===== src/rtl/alu_pkg.sv =====
// Shared ALU definitions.
//   - mult_state_t : sequencer state of the shift-add multiplier
//   - ALU_WIDTH    : default operand width of the ALU datapath
package alu_pkg;

  localparam int ALU_WIDTH = 16;

  typedef enum logic [1:0] {
    IDLE = 2'b00,
    RUN  = 2'b01,
    DONE = 2'b10
  } mult_state_t;

endpackage


===== src/rtl/seq_mult_ctrl_adder.sv =====
// Ripple full-adder chain: sum = a + b + cin.
// Ports:
//   a, b   in  WIDTH  addends
//   cin    in  1      carry into bit 0
//   carry  out WIDTH  carry out of every bit position; carry[WIDTH-1] is the adder carry-out
//   sum    out WIDTH  sum bits
module seq_mult_ctrl_adder #(
  parameter int WIDTH = 16
) (
  input  logic [WIDTH-1:0] a,
  input  logic [WIDTH-1:0] b,
  input  logic             cin,
  output logic [WIDTH-1:0] carry,
  output logic [WIDTH-1:0] sum
);

  for (genvar i = 0; i < WIDTH; i++) begin : g_fa
    logic c_in;
    if (i == 0) begin : g_lsb
      assign c_in = cin;
    end else begin : g_rest
      assign c_in = carry[i-1];
    end
    assign sum[i]   = a[i] ^ b[i] ^ c_in;
    assign carry[i] = (a[i] & b[i]) | (c_in & (a[i] ^ b[i]));
  end

endmodule


===== src/rtl/seq_mult_ctrl.sv =====
// Sequential shift-add multiplier. One WIDTH-bit ripple adder is reused over
// WIDTH cycles to build an unsigned 2*WIDTH-bit product.
// Ports:
//   clk      in   1        rising-edge clock
//   rst      in   1        asynchronous active-high reset
//   start    in   1        request, accepted only while ready=1
//   abort    in   1        cancels an operation in RUN
//   a        in   WIDTH    multiplicand, sampled on accepted start
//   b        in   WIDTH    multiplier, sampled on accepted start
//   ready    out  1        IDLE or DONE
//   busy     out  1        RUN
//   done     out  1        one-cycle pulse when product has just been updated
//   product  out  2*WIDTH  last completed result
module seq_mult_ctrl
  import alu_pkg::*;
#(
  parameter  int WIDTH = ALU_WIDTH,
  localparam int CNT_W = $clog2(WIDTH)
) (
  input  logic               clk,
  input  logic               rst,
  input  logic               start,
  input  logic               abort,
  input  logic [WIDTH-1:0]   a,
  input  logic [WIDTH-1:0]   b,
  output logic               ready,
  output logic               busy,
  output logic               done,
  output logic [2*WIDTH-1:0] product
);

  localparam logic [CNT_W-1:0] CNT_LAST = CNT_W'(WIDTH - 1);

  mult_state_t        state;
  logic [WIDTH-1:0]   mcand;
  logic [2*WIDTH-1:0] acc;
  logic [CNT_W-1:0]   cnt;

  logic [WIDTH-1:0]   add_b;
  logic [WIDTH-1:0]   add_carry;
  logic [WIDTH-1:0]   add_sum;
  logic [2*WIDTH-1:0] acc_next;

  // Partial sum lives in the upper half; the LSB of acc is the multiplier
  // bit being consumed this cycle.
  assign add_b = acc[0] ? mcand : '0;

  seq_mult_ctrl_adder #(.WIDTH(WIDTH)) u_adder (
    .a     (acc[2*WIDTH-1:WIDTH]),
    .b     (add_b),
    .cin   (1'b0),
    .carry (add_carry),
    .sum   (add_sum)
  );

  // Keeping the carry-out as the new MSB is what makes the product exact.
  assign acc_next = {add_carry[WIDTH-1], add_sum, acc[WIDTH-1:1]};

  always_ff @(posedge clk or posedge rst) begin
    if (rst) begin
      state   <= IDLE;
      cnt     <= '0;
      acc     <= '0;
      mcand   <= '0;
      product <= '0;
    end else begin
      case (state)
        IDLE: begin
          if (start) begin
            mcand <= a;
            acc   <= {{WIDTH{1'b0}}, b};
            cnt   <= '0;
            state <= RUN;
          end
        end
        RUN: begin
          // abort takes priority over the final iteration
          if (abort) begin
            state <= IDLE;
          end else begin
            acc <= acc_next;
            cnt <= cnt + 1'b1;
            if (cnt == CNT_LAST) begin
              product <= acc_next;
              state   <= DONE;
            end
          end
        end
        DONE: begin
          // start in DONE chains straight into the next operation
          if (start) begin
            mcand <= a;
            acc   <= {{WIDTH{1'b0}}, b};
            cnt   <= '0;
            state <= RUN;
          end else begin
            state <= IDLE;
          end
        end
        default: state <= IDLE;
      endcase
    end
  end

  // Status is decoded from the state register only.
  assign ready = (state == IDLE) || (state == DONE);
  assign busy  = (state == RUN);
  assign done  = (state == DONE);

endmodule


===== config.mk =====
export PLATFORM = sky130hd
export DESIGN_NAME = seq_mult_ctrl
export DESIGN_NICKNAME = d
export VERILOG_FILES = /design/src/rtl/alu_pkg.sv /design/src/rtl/seq_mult_ctrl_adder.sv /design/src/rtl/seq_mult_ctrl.sv
export SDC_FILE = /design/constraint.sdc
export NUM_CORES = 1
export LEC_CHECK = 0
export BUFFER_PORTS_ARGS = -buffer_cell sky130_fd_sc_hd__clkbuf_2
export CAP_MARGIN = 20
export CORE_MARGIN = 8
export CORE_UTILIZATION = 23
export CTS_CLUSTER_SIZE = 20
export DETAILED_ROUTE_END_ITERATION = 7
export PLACE_DENSITY_LB_ADDON = 0.08
export SLEW_MARGIN = 40
export SYNTH_ARGS = -nofsm -noshare
export SYNTH_HDL_FRONTEND = slang
export SYNTH_SLANG_ARGS = --single-unit

===== constraint.sdc =====
create_clock -name clk -period 6.27 [get_ports clk]
set_clock_uncertainty 0.05 [all_clocks]
set_input_delay 1.254 -clock clk [delete_from_list [all_inputs] [get_ports clk]]
set_output_delay 1.254 -clock clk [all_outputs]
set_load 0.005 [all_outputs]

==> flow_summary.ini <==
[synthesis]
synth.area.mux_share = 0.111
syn-num-nets = 411
post_synth_and_or_nand_nor_area_fraction = 0.133
avgSynthCellArea_um2 = 10.9
synth_top_family_by_area = simple AND/OR/NAND/NOR gates
synth-seq-cells = 86
ys_seq_area_frac = 0.552
synth_area_um2 = 3900
synth_xor_area_frac = 0
synth_fa_ha_area_frac = 0.0834
syn_inst = 358
synth_cell_types = 25
ys.warnings.count = 0
synth-compound-area-share = 0.0757

[setup_path]
critPathArrivalTime_ps = 6150
worstSetupPathType = reg2reg
crit_fanout = 2
cp_slowest_cell = fa_1
critPathRequiredTime_ps = 6430
worstSetupEndpointType = flop
worst_path_most_repeated_cell = fa_2
worst_r2r_endpoint = acc[30]
ff2ff_path_depth = 23
endpoint = acc[30]
path_cells = and2_1 -> ha_1 -> inv_1 -> fa_2 -> fa_2 -> fa_2 -> fa_2 -> fa_2 -> fa_2 -> fa_1 -> inv_1 -> fa_2 -> fa_1 -> inv_1 -> fa_1 -> inv_1 -> fa_1 -> inv_1 -> fa_2 -> fa_2 -> fa_2 -> fa_1 -> o21ai_1
cp_num_buf_inv = 5
reg2reg_from = acc[0]
cp_num_cells = 23
path_delay_family = adder cells
rrSetupSlack_ps = 270
setup.worst_path.start_class = flop
slowest_delay_ps = 510
startpoint = acc[0]

[global_route]
track_usage = 0.101
grt_pass1_vias = 3038
grt_first_pass_wirelength_um = 17000
grt_antenna_before_repair = 0
grt_max_degree = 60
overflow = 0

[drt]
drc = 0
dr.pass1.iters = 4
detail_route.wl_per_cell_um = 15.4
wl_um = 9960
ant_nets = 0
vias = 2686
drt_iter0_drc = 108
viasPerCell = 4.16

[clock_tree]
clk_path_buf_depth = 2
postCtsSetupBuffers = 0
clk_latency_ps = 340
tritoncts = built
cts_sinks = 86
clk_pin_slew_ps = 60
htreeDepth = 3
postCtsHoldBufs = 0
cts_buffers = 9
root_buffer = clkbuf_16

[floorplanning]
num_rows = 47
initial_utilization = 0.235
die_h_um = 146
dieWidth_um = 146
die_area_um2 = 21400
ioPinCount = 71
core_area_um2 = 16600

[pwr]
p_total_w = 0.00161
leakagePower_nw = 2.37
p_per_area_nw_per_um2 = 332
irDropWorstVdd_uv = 127

[timing]
finalCritPeriodShare = 0.956
fmax_ghz = 0.167
finalHoldViolations = 0
setup_violations = 0
finalMaxSlewViolations = 0
rsz0062_at_grt = false
worst_pin_slew_ps = 708
slew_headroom = 0.528
tns_ps = 0
fin_crit_ps = 6000

[status]
status = finished, final reports clean

[worst_hold_path]
hp-class = reg2reg

[layout]
syn2layout_area_growth_pct = 23.9
finalNetCount = 475
drive_above_1_share = 0.277
final_core_util = 0.291
antenna_cells = 0

[job]
maxCapViolCount = 0

[place]
gp_congestion = 0.722
dpl.hpwl_um = 6670
portBuffers = 70
-- worst min path at each step --
stage | startpoint | end | depth (start not counted)
final | mcand[0] | mcand[0] | 2
after global routing | mcand[0] | mcand[0] | 2
after CTS | mcand[0] | mcand[0] | 2
after detailed placement | mcand[0] | mcand[0] | 2
after global placement | mcand[0] | mcand[0] | 2
after floorplan | mcand[0] | mcand[0] | 2
-- cell type report --
cell class / instances / area (µm²)
inverters: 20 / 76.3
clock buffers: 11 / 253
clock inverters: 4 / 70.1
multi-input cells: 229 / 1610
fillers: 1794 / 11800
flip-flops and latches: 86 / 2150
well taps: 220 / 275
repair buffers: 76 / 399
-- through the flow --
stage	setup slack [ps]	area, µm²	std cells	hold WS, ps
6_report	274	4830	646	420
5_1_grt	9.99	4830	646	456
3_5_place_dp	-167	4480	631	410
3_3_place_gp	-83.0	4470	631	408
2_1_floorplan	39.7	3900	358	387
4_1_cts	39.2	4820	646	426
-- power by group --
part / switching [W] / total, W / internal, W
clock network: 0.000225 / 0.000593 / 0.000367
logic: 0.000182 / 0.000308 / 0.000126
registers: 0.0000590 / 0.000706 / 0.000647
total: 0.000467 / 0.00161 / 0.00114
-- cell usage after synthesis --
cell type / instances / area share
clkbuf_1: 16 / 0.015
o21ai_1: 25 / 0.032
buf_1: 4 / 0.0038
buf_6: 2 / 0.0058
nor2b_1: 2 / 0.0032
nand3_1: 33 / 0.042
or3b_1: 1 / 0.0022
buf_2: 1 / 0.0013
or2_4: 1 / 0.0022
inv_2: 1 / 0.00096
mux2i_1: 18 / 0.046
dfrtp_1: 86 / 0.55
mux2_4: 10 / 0.038
inv_1: 19 / 0.018
nor2_1: 4 / 0.0038
and2_1: 4 / 0.0064
fa_1: 15 / 0.077
nand2_1: 69 / 0.066
o21ai_0: 31 / 0.040
ha_1: 2 / 0.0064
o31ai_1: 2 / 0.0038
nor3b_2: 1 / 0.0032
nand2b_1: 1 / 0.0016
mux2_1: 9 / 0.026
nand4_1: 1 / 0.0016
-- repair_timing --
action / 4_1_cts / 5_1_grt
resized for setup: 5 / 5
setup endpoints to repair: 4 / 4
cloned: 0 / 0
-- sequential cells by signal (all words and copies together), names as in the netlist --
register / count
acc: 32
cnt: 4
mcand: 16
product: 32
state: 2
-- layout by cell type, fill, tap and decap left out --
cell | Yosys | layout
dfrtp_1 | 86 | 86
clkbuf_2 | 0 | 70
nand2_1 | 69 | 69
nand3_1 | 33 | 33
o21ai_0 | 31 | 31
o21ai_1 | 25 | 25
mux2i_1 | 18 | 18
inv_1 | 19 | 18
mux2_4 | 10 | 10
fa_2 | 0 | 10
mux2_1 | 9 | 9
clkbuf_16 | 0 | 9
fa_1 | 15 | 5
buf_4 | 0 | 5
and2_1 | 4 | 4
nor2_1 | 4 | 3
clkinv_2 | 0 | 3
nor2b_1 | 2 | 2
o31ai_1 | 2 | 2
ha_1 | 2 | 2
bufinv_16 | 0 | 2
clkbuf_8 | 0 | 2
nor3b_2 | 1 | 1
nor2_2 | 0 | 1
nand2b_4 | 0 | 1
or3b_2 | 0 | 1
or2_4 | 1 | 1
inv_2 | 1 | 1
nand4_1 | 1 | 1
buf_6 | 2 | 1
-- logic make-up (layout without fill, tap and decap cells) --
logic type / Yosys count / after routing
and+or+nand+nor: 117 / 117
DFF: 86 / 86
AOI/OAI and AO/OA: 58 / 58
buffers and inverters: 43 / 111
muxes: 37 / 37
adders and majority gates: 17 / 17
-- routing by layer --
| layer | up-vias | GRT usage | wire length, µm |
|---|---|---|---|
| li1 | 1317 | - | - |
| met1 | 1296 | 0.131 | 4980 |
| met2 | 61 | 0.152 | 4310 |
| met3 | 12 | 0.0294 | 486 |
| met4 | 0 | 0.0479 | 180 |
| met5 | - | 0 | 0 |
-- worst min-delay path, delay by kind of cell (launching register included) --
kind	cells	cell delay [ps]
flip-flops	1	340
AND/OR/NAND/NOR	2	100
(Power assumes the default switching activity.)
